### src/rtl/sevenseg_pkg.sv
// sevenseg_pkg: values shared by the seven-segment display driver and the
// capture block. Holds the 16 hex glyphs (active-low, bit 6 = a ... bit 0 = g),
// the per-digit receive FSM state type, and the glyph decoder.
package sevenseg_pkg;

  localparam logic [6:0] GLYPH_0 = 7'b0000001;
  localparam logic [6:0] GLYPH_1 = 7'b1001111;
  localparam logic [6:0] GLYPH_2 = 7'b0010010;
  localparam logic [6:0] GLYPH_3 = 7'b0000110;
  localparam logic [6:0] GLYPH_4 = 7'b1001100;
  localparam logic [6:0] GLYPH_5 = 7'b0100100;
  localparam logic [6:0] GLYPH_6 = 7'b0100000;
  localparam logic [6:0] GLYPH_7 = 7'b0001111;
  localparam logic [6:0] GLYPH_8 = 7'b0000000;
  localparam logic [6:0] GLYPH_9 = 7'b0000100;
  localparam logic [6:0] GLYPH_A = 7'b0001000;
  localparam logic [6:0] GLYPH_B = 7'b1100000;
  localparam logic [6:0] GLYPH_C = 7'b0110001;
  localparam logic [6:0] GLYPH_D = 7'b1000010;
  localparam logic [6:0] GLYPH_E = 7'b0110000;
  localparam logic [6:0] GLYPH_F = 7'b0111000;

  // Entry i is the glyph for nibble i.
  localparam logic [15:0][6:0] GLYPH_TAB = {
    GLYPH_F, GLYPH_E, GLYPH_D, GLYPH_C, GLYPH_B, GLYPH_A, GLYPH_9, GLYPH_8,
    GLYPH_7, GLYPH_6, GLYPH_5, GLYPH_4, GLYPH_3, GLYPH_2, GLYPH_1, GLYPH_0
  };

  typedef enum logic [1:0] {
    RX_IDLE   = 2'd0,
    RX_SETTLE = 2'd1,
    RX_HELD   = 2'd2
  } rx_state_e;

  typedef struct packed {
    logic       ok;
    logic [3:0] nib;
  } glyph_t;

  // Pattern -> nibble; ok=0 for anything that is not one of the 16 glyphs.
  function automatic glyph_t glyph_decode(input logic [6:0] seg_n);
    glyph_t r;
    r = '0;
    for (int i = 0; i < 16; i++) begin
      if (seg_n == GLYPH_TAB[i]) begin
        r.ok  = 1'b1;
        r.nib = 4'(i);
      end
    end
    return r;
  endfunction

endpackage

### src/rtl/sevenseg_digit_rx.sv
// sevenseg_digit_rx: receive path for one multiplexed digit.
// Double-flop synchroniser, IDLE/SETTLE/HELD stability FSM and stale timer.
//   clk, reset      clock, async active-low reset
//   an_n, seg_n     raw anode enable and abcdefg segment lines (active-low)
//   kill            bus contention seen this cycle; force IDLE, no accept
//   an_act          synchronised anode, active-high (used for contention)
//   accept, nib     one-cycle pulse with the decoded nibble of a legal glyph
//   bad             one-cycle pulse: stable pattern is not a legal glyph
//   stale           no accept for TIMEOUT_CYCLES cycles
module sevenseg_digit_rx
  import sevenseg_pkg::*;
#(
  parameter int STABLE_CYCLES  = 4,
  parameter int TIMEOUT_CYCLES = 65536
) (
  input  logic       clk,
  input  logic       reset,
  input  logic       an_n,
  input  logic [6:0] seg_n,
  input  logic       kill,
  output logic       an_act,
  output logic       accept,
  output logic       bad,
  output logic [3:0] nib,
  output logic       stale
);
  localparam int             TW     = $clog2(TIMEOUT_CYCLES + 1);
  localparam logic [7:0]     STABLE = 8'(STABLE_CYCLES);
  localparam logic [TW-1:0]  TMAX   = TW'(TIMEOUT_CYCLES);

  // Anode is synchronised inverted so that cleared flops read as "inactive".
  logic [1:0]      an_sync;
  logic [1:0][6:0] seg_sync;
  rx_state_e       st, st_n;
  logic [6:0]      pat, pat_n;
  logic [7:0]      cnt, cnt_n;
  logic [TW-1:0]   tcnt;
  glyph_t          dec;

  assign an_act = an_sync[1];
  assign stale  = (tcnt == TMAX);

  always_ff @(posedge clk or negedge reset) begin
    if (!reset) begin
      an_sync  <= '0;
      seg_sync <= '0;
      st       <= RX_IDLE;
      pat      <= '0;
      cnt      <= '0;
      tcnt     <= '0;
    end else begin
      an_sync  <= {an_sync[0], ~an_n};
      seg_sync <= {seg_sync[0], seg_n};
      st       <= st_n;
      pat      <= pat_n;
      cnt      <= cnt_n;
      if (accept)            tcnt <= '0;
      else if (tcnt != TMAX) tcnt <= tcnt + TW'(1);
    end
  end

  always_comb begin
    st_n   = st;
    pat_n  = pat;
    cnt_n  = cnt;
    accept = 1'b0;
    bad    = 1'b0;
    dec    = glyph_decode(seg_sync[1]);
    nib    = dec.nib;
    if (kill || !an_sync[1]) begin
      st_n  = RX_IDLE;
      cnt_n = '0;
    end else if (st == RX_IDLE || seg_sync[1] != pat) begin
      // fresh activation or a new pattern: restart the stability run
      st_n  = RX_SETTLE;
      pat_n = seg_sync[1];
      cnt_n = 8'd1;
    end else if (st == RX_SETTLE) begin
      cnt_n = cnt + 8'd1;
    end
    // Checked on the next-state so STABLE_CYCLES=1 accepts on first sample.
    if (st_n == RX_SETTLE && cnt_n == STABLE) begin
      st_n   = RX_HELD;
      accept = dec.ok;
      bad    = ~dec.ok;
    end
  end

endmodule

### src/rtl/sevenseg_capture.sv
// sevenseg_capture: captures a two-digit multiplexed seven-segment display
// back into a byte. Each digit has its own receiver; this level pairs the
// nibbles, raises byte_valid and merges the error sources into pat_err.
//   clk, reset           clock, async active-low reset
//   an0/an1              digit anode enables (active-low)
//   a0..g0 / a1..g1      segment lines (active-low)
//   byte_out, byte_valid last paired value {digit1, digit0} and update pulse
//   stale[1:0]           per-digit timeout flags
//   pat_err              illegal stable glyph or anode contention
//   err_count[7:0]       saturating pat_err count, only when
//                        SEVENSEG_CAPTURE_ERRCNT_EN is defined
module sevenseg_capture
  import sevenseg_pkg::*;
#(
  parameter int STABLE_CYCLES  = 4,
  parameter int TIMEOUT_CYCLES = 65536
) (
  input  logic       clk,
  input  logic       reset,
  input  logic       an0,
  input  logic       an1,
  input  logic       a0, b0, c0, d0, e0, f0, g0,
  input  logic       a1, b1, c1, d1, e1, f1, g1,
  output logic [7:0] byte_out,
  output logic       byte_valid,
  output logic [1:0] stale,
  output logic       pat_err
`ifdef SEVENSEG_CAPTURE_ERRCNT_EN
  ,
  output logic [7:0] err_count
`endif
);
  localparam int NUM_DIGITS = 2;

  logic [NUM_DIGITS-1:0]      an_n, an_act, accept, bad, fresh, fresh_n;
  logic [NUM_DIGITS-1:0][6:0] seg_n;
  logic [NUM_DIGITS-1:0][3:0] nib_dec, nib_q, nib_n;
  logic                       contention, err_n;

  assign an_n       = {an1, an0};
  assign seg_n      = {{a1, b1, c1, d1, e1, f1, g1}, {a0, b0, c0, d0, e0, f0, g0}};
  assign contention = &an_act;
  assign err_n      = (|bad) | contention;

  for (genvar i = 0; i < NUM_DIGITS; i++) begin : g_digit
    sevenseg_digit_rx #(
      .STABLE_CYCLES (STABLE_CYCLES),
      .TIMEOUT_CYCLES(TIMEOUT_CYCLES)
    ) u_rx (
      .clk   (clk),
      .reset (reset),
      .an_n  (an_n[i]),
      .seg_n (seg_n[i]),
      .kill  (contention),
      .an_act(an_act[i]),
      .accept(accept[i]),
      .bad   (bad[i]),
      .nib   (nib_dec[i]),
      .stale (stale[i])
    );
  end

  // Accepts this cycle merge in before the pairing test, so simultaneous
  // accepts pair immediately and a re-accept overwrites the waiting nibble.
  always_comb begin
    for (int i = 0; i < NUM_DIGITS; i++) begin
      fresh_n[i] = fresh[i] | accept[i];
      nib_n[i]   = accept[i] ? nib_dec[i] : nib_q[i];
    end
  end

  always_ff @(posedge clk or negedge reset) begin
    if (!reset) begin
      nib_q      <= '0;
      fresh      <= '0;
      byte_out   <= '0;
      byte_valid <= 1'b0;
      pat_err    <= 1'b0;
    end else begin
      nib_q   <= nib_n;
      pat_err <= err_n;
      if (&fresh_n) begin
        byte_out   <= nib_n;
        byte_valid <= 1'b1;
        fresh      <= '0;
      end else begin
        byte_valid <= 1'b0;
        fresh      <= fresh_n;
      end
    end
  end

`ifdef SEVENSEG_CAPTURE_ERRCNT_EN
  always_ff @(posedge clk or negedge reset) begin
    if (!reset)                           err_count <= '0;
    else if (err_n && err_count != 8'hFF) err_count <= err_count + 8'd1;
  end
`endif

endmodule

### config.mk
export PLATFORM = sky130hd
export DESIGN_NAME = sevenseg_capture
export DESIGN_NICKNAME = d
export VERILOG_FILES = /design/src/rtl/sevenseg_pkg.sv /design/src/rtl/sevenseg_digit_rx.sv /design/src/rtl/sevenseg_capture.sv
export SDC_FILE = /design/constraint.sdc
export NUM_CORES = 1
export LEC_CHECK = 0
export BUFFER_PORTS_ARGS = -buffer_cell sky130_fd_sc_hd__buf_2
export CAP_MARGIN = 20
export CORE_AREA = 10 10 149 151
export CTS_CLUSTER_DIAMETER = 40
export CTS_CLUSTER_SIZE = 20
export DETAILED_ROUTE_END_ITERATION = 6
export DIE_AREA = 0 0 159 161
export GPL_ROUTABILITY_DRIVEN = 0
export GPL_TIMING_DRIVEN = 0
export PLACE_DENSITY_LB_ADDON = 0.25
export SYNTH_ARGS = -nofsm -noshare
export SYNTH_HDL_FRONTEND = slang
export SYNTH_SLANG_ARGS = --single-unit
export TNS_END_PERCENT = 5
### constraint.sdc
create_clock -name clk -period 4.78 [get_ports clk]
set_input_delay 0.956 -clock clk [delete_from_list [all_inputs] [get_ports clk]]
set_output_delay 0.956 -clock clk [all_outputs]
set_load 0.005 [all_outputs]
# Word level (Yosys, flattened, before mapping)
# Cells that the tools add are included.
[word_totals]
reg_bits = 120
latch_bits = 0
ramBits = 0
rom_bits = 0
output_inout_bits = 12
word_cells = 150
mem_count = 0
[classes]
addsub = 4
mul = 0
div_mod_pow = 0
order_cmp = 0
eq_ne = 42
shifts = 0
n_mux = 56
bitwise_logic = 9
n_reduce_logical = 19
[ops]
columns = ["op", "n"]
rows = [
  ["5-bit two-way mux", 32],
  ["7-bit by 6-bit == test with 1-bit output (second input constant)", 10],
  ["17-bit two-way mux", 4],
  ["7-bit == test (second input constant)", 8],
  ["8-bit two-way mux", 6],
  ["17-bit by 1-bit adder with 17-bit output (second input constant)", 2],
  ["17-bit == test (second input constant)", 2],
  ["17-bit != test (second input constant)", 2],
  ["7-bit by 3-bit == test with 1-bit output (second input constant)", 4],
  ["7-bit by 4-bit == test with 1-bit output (second input constant)", 4],
  ["8-bit by 1-bit adder with 8-bit output (second input constant)", 2],
  ["8-bit by 3-bit == test with 1-bit output (second input constant)", 2],
  ["7-bit by 1-bit == test with 1-bit output (second input constant)", 2],
  ["7-bit by 5-bit == test with 1-bit output (second input constant)", 2],
  ["7-bit zero test", 2],
  ["2-bit two-way mux", 7],
  ["7-bit != test", 2],
  ["2-bit by 1-bit == test with 1-bit output (second input constant)", 4],
  ["4-bit two-way mux", 2],
  ["2-bit AND reduction", 4],
  ["1-bit NOT", 6],
  ["1-bit two-way mux", 5],
  ["2-bit zero test", 2],
  ["1-bit logical OR", 4],
  ["5 further kinds", 10],
]

# Longest topological paths before layout
[logic_depth]
ltp_word = 21
mapped_depth = 10
depth_no_buf = 8

# Modules after synthesis
# From an unflattened synthesis, not the netlist that was laid out.
[hier_totals]
hier_cells = 538
area_unflattened_um2 = 5977.0
[modules_own_cells]
columns = ["module", "instances", "cells_per_inst", "area_each_um2"]
rows = [
  ["sevenseg_digit_rx (g_digit[0].u_rx)", 1, 257, 2681.3],
  ["sevenseg_digit_rx (g_digit[1].u_rx)", 1, 237, 2524.9],
  ["sevenseg_capture", 1, 44, 770.7],
]

# Worst setup path after synthesis
# Ideal clock, no wire load.
[synth_path]
kind = "register to register"
from = "register g_digit[0].u_rx.cnt[0]"
to = "register byte_out[1]"
arrival_ns = 2.625
path_slack_ns = 2.028
path_stages_with_launch = 9
path_buffers = 0
cell_sequence = "dfrtp_1 -> ha_1 -> or3_1 -> a2111o_1 -> a21oi_1 -> nand4_1 -> and2b_1 -> mux2_2 -> mux2_1"
[synth_rtl]
columns = ["item", "line", "source"]
rows = [
  ["from (decl)", "sevenseg_digit_rx.sv:36", "logic [7:0] cnt, cnt_n;"],
  ["from (signal assigned)", "sevenseg_digit_rx.sv:56", "cnt <= cnt_n;"],
  ["to (signal assigned)", "sevenseg_capture.sv:83", "byte_out <= nib_n;"],
  ["to (decl)", "sevenseg_capture.sv:24", "output logic [7:0] byte_out,"],
]

==> metrics.md <==
| Metric | Value |
|---|---|
| Number of global-route vias before repair | 4117 |
| Cell Pwr Density | 371.6 nW/µm² |
| Vias | 3963 |
| Clock slew at reported path FFs | 0.06 ns |
| Final period util | 0.6436 |
| Synth top area cells | dfrtp_1 (53%), xnor2_1 (5.3%), nor2_1 (4.8%) |
| Setup Skew | 0.009405 ns |
| CTS Sinks | 120 |
| Number of hold buffers added after cts | 0 |
| Crit Path Max Fanout | 5 |
| Slew HR | 0.6628 |
| Crit path required time | 5.07 ns |
| Area Overhead vs Synth | 19.88% |
| Final Worst Setup Slack | 1.704 ns |
| EDFF count, synth | 0 |
| Status | finished, final reports clean |
| Ys async rst share | 1.000 |
| CTS Root Cell | clkbuf_16 |
| Max-cap violations | 0 |
| CP max stage delay | 0.43 ns |
| DR pass1 iterations | 4 |
| Final instance area | 6782 µm² |
| Antenna Violating Nets Remaining | 0 |
| Initial antenna violation count | 0 |
| IR drop worst, VDD | 206.8 µV |
| Crit path kind | flip-flop to flip-flop |
| Post CTS Setup Buffer Count | 0 |
| Share of layout cells above drive strength 1 | 0.1614 |
| Largest net degree at the start of global routing | 84 |
| Syn Area/Cell | 10.49 µm² |
| Area of the core | 19210 µm² |
| I/O pin cnt | 30 |
| Leakage | 2.938 nW |
| Count of final hold-check violations | 0 |
| Main flop type after synthesis | dfrtp_1 |
| Post-DP HPWL | 7.948 mm |
| Hold Path Class | flip-flop to flip-flop |
| CTS buffer count | 17 |
| Tmin final | 3.076 ns |
| Die Wd | 159 µm |
| Dpl ws | 1.692 ns |
| Mapped Cells | 539 |
| Final core utilization | 0.3531 |
| Die ar. | 25600 µm² |
| Global-route wire length before repair | 19.89 mm |
| NumNets Final | 612 |
| Register area share after synthesis | 0.5309 |
| IO buf count | 29 |
| Critical Path AT | 3.37 ns |
| Gr usage total | 0.09352 |
| CTS tree | done |
| CTS H-tree lvls | 4 |
| Die H | 161 µm |
| Post-place instance area | 6167 µm² |
| Library cells used by synthesis | 57 |
| Startpoint Class | flip-flop |
| RSZ-0062 raised after global routing | false |
| Detailed Route WL | 11.42 mm |
| Setup TNS | 0 ns |
| Slew of the pin with the lowest slew margin | 0.4931 ns |
| Max clock buf depth | 2 |
| Syn. warnings | 0 |
| Syn Nets | 563 |
| DR WL/cell | 13.18 µm |
| Initial Utilization | 0.2945 |
| Vias per cell | 4.576 |
| DRC | 0 |
| Fillers | 1928 |
| Slowest CP cell | dfrtp_1 |
| # diodes | 0 |
| Initial drt markers | 327 |
| CTS-repair resized insts | 0 |
| Later-pin clock latency in the skew report | 0.41 ns |
| Area leader, netlist | dfrtp_1 |
| Slew Limit Fails | 0 |
| Critical path, cell by cell | ha_1 -> or3_1 -> a2111o_1 -> a21oi_1 -> nand4_1 -> and2b_1 -> mux2_2 -> mux2_1 |
| CP Capture Type | flip-flop |
| Yosys top cell area share | 0.5309 |
| Reg2Reg Setup Slack | 1.70 ns |
| Row count | 51 |
| Max Fclk | 325.0 MHz |
| Final Setup Violations | 0 |
| Seq cells post-synth | 120 |
| Global route overflow | 0 |
| Mapped cell area | 5657 µm² |
-- cell usage after synthesis (all sizes together) (4+ instances only) --
| cell type | number |
|---|---|
| xor2 | 29 |
| nand4 | 15 |
| nor2 | 73 |
| inv | 19 |
| ha | 6 |
| nor4 | 9 |
| clkbuf | 12 |
| mux2 | 25 |
| nor3 | 16 |
| xnor2 | 34 |
| nand2 | 35 |
| nand3b | 7 |
| nor4b | 6 |
| nand2b | 11 |
| a211o | 4 |
| buf | 13 |
| nand3 | 20 |
| dfrtp | 120 |
| o21ai | 17 |
| and3 | 6 |
| a21oi | 12 |
| nor2b | 6 |
-- logic make-up (layout without fill, tap and decap cells) --
logic type               after synthesis  count (layout)  share of synthesized area
AND/OR/NAND/NOR                      223             223                     0.2042
buffers and inverters                 44             106                    0.03517
flip-flops                           120             120                     0.5309
multiplexers                          28              28                    0.05508
AO/OA/AOI/OAI                         55              55                    0.06393
adder cells (fa/ha/maj)                6               6                    0.01327
XOR/XNOR                              63              63                    0.09754
-- cell usage in the layout, fill, tap and decap left out, types with 5 or more instances in the layout --
master	count
dfrtp_1	120
nor2_1	73
nand2_1	35
xnor2_1	34
buf_2	34
xor2_1	29
nand3_1	20
inv_1	19
mux2_2	17
clkbuf_16	17
o21ai_0	16
nor3_1	16
nand4_1	15
clkbuf_1	13
a21oi_1	12
nand2b_1	11
mux2_1	8
nand3b_1	7
nor4_1	7
nor2b_1	6
nor4b_1	6
ha_1	6
and3_1	5
-- path summary, 6_finish.rpt --
check | startpoint | endpoint | cells after the start
worst max-delay path | g_digit[0].u_rx.cnt[0]$_DFF_PN0_ | byte_out[2]$_DFFE_PN0P_ | 8
worst min-delay path | g_digit[0].u_rx.seg_sync[5]$_DFF_PN0_ | g_digit[0].u_rx.seg_sync[12]$_DFF_PN0_ | 0
worst max register to register | g_digit[0].u_rx.cnt[0]$_DFF_PN0_ | byte_out[2]$_DFFE_PN0P_ | 8
worst min register to register | g_digit[0].u_rx.seg_sync[5]$_DFF_PN0_ | g_digit[0].u_rx.seg_sync[12]$_DFF_PN0_ | 0
max in group asynchronous | reset | g_digit[0].u_rx.tcnt[16]$_DFFE_PN0P_ | 2
min in group asynchronous | reset | g_digit[1].u_rx.cnt[3]$_DFF_PN0_ | 1
-- worst max-delay path, delay by kind of cell (launching register included) --
family / cells / cell delay [ns]
flops: 1 / 0.43
compound gates: 2 / 0.59
simple gates: 3 / 0.97
mux: 2 / 0.68
fa+ha+maj: 1 / 0.29
-- metal layers --
layer,routed length (µm),vias up,global-route usage,part of all wire
li1,-,1956,-,-
met1,5521,1945,0.1187,0.48
met2,5390,57,0.1451,0.47
met3,425,5,0.03330,0.037
met4,79,0,0.03159,0.0069
met5,0,-,0,0
-- per-stage QoR --
| step | hold WS [ns] | instances | power (W) |
|---|---|---|---|
| 3_5_place_dp | 0.3347 | 834 | 0.001223 |
| 6_report | 0.3467 | 866 | 0.002520 |
| 4_1_cts | 0.3482 | 866 | 0.002562 |
| 3_3_place_gp | 0.3337 | 833 | 0.001215 |
| 5_1_grt | 0.3618 | 866 | 0.002628 |
| 2_1_floorplan | 0.3312 | 539 | 0.001168 |
-- where the power goes --
| part | switching [W] | internal [W] |
|---|---|---|
| sequential | 0.0000227 | 0.00105 |
| combinational | 0.0000732 | 0.0000568 |
| clock | 0.000478 | 0.000839 |
| total | 0.000574 | 0.00195 |
-- layout make-up --
class                           instances  area [µm²]  area share
Sequential cell                       120        3003      0.4428
Multi-Input combinational cell        375        2455      0.3620
Clock buffer                           19       442.9     0.06531
Tap cell                              265       331.6     0.04889
Timing Repair Buffer                   30       178.9     0.02638
Clock inverter                         13       171.4     0.02528
Buffer                                 25       127.6     0.01882
Inverter                               19       71.32     0.01052
-- flip-flops by register name (all words and copies together) (netlist names) --
name	flops
g_digit.u_rx.tcnt	34
nib_q	8
pat_err	1
byte_out	8
g_digit.u_rx.st	4
g_digit.u_rx.pat	14
g_digit.u_rx.cnt	16
fresh	2
g_digit.u_rx.an_sync	4
byte_valid	1
g_digit.u_rx.seg_sync	28
(Power assumes the default switching activity.)
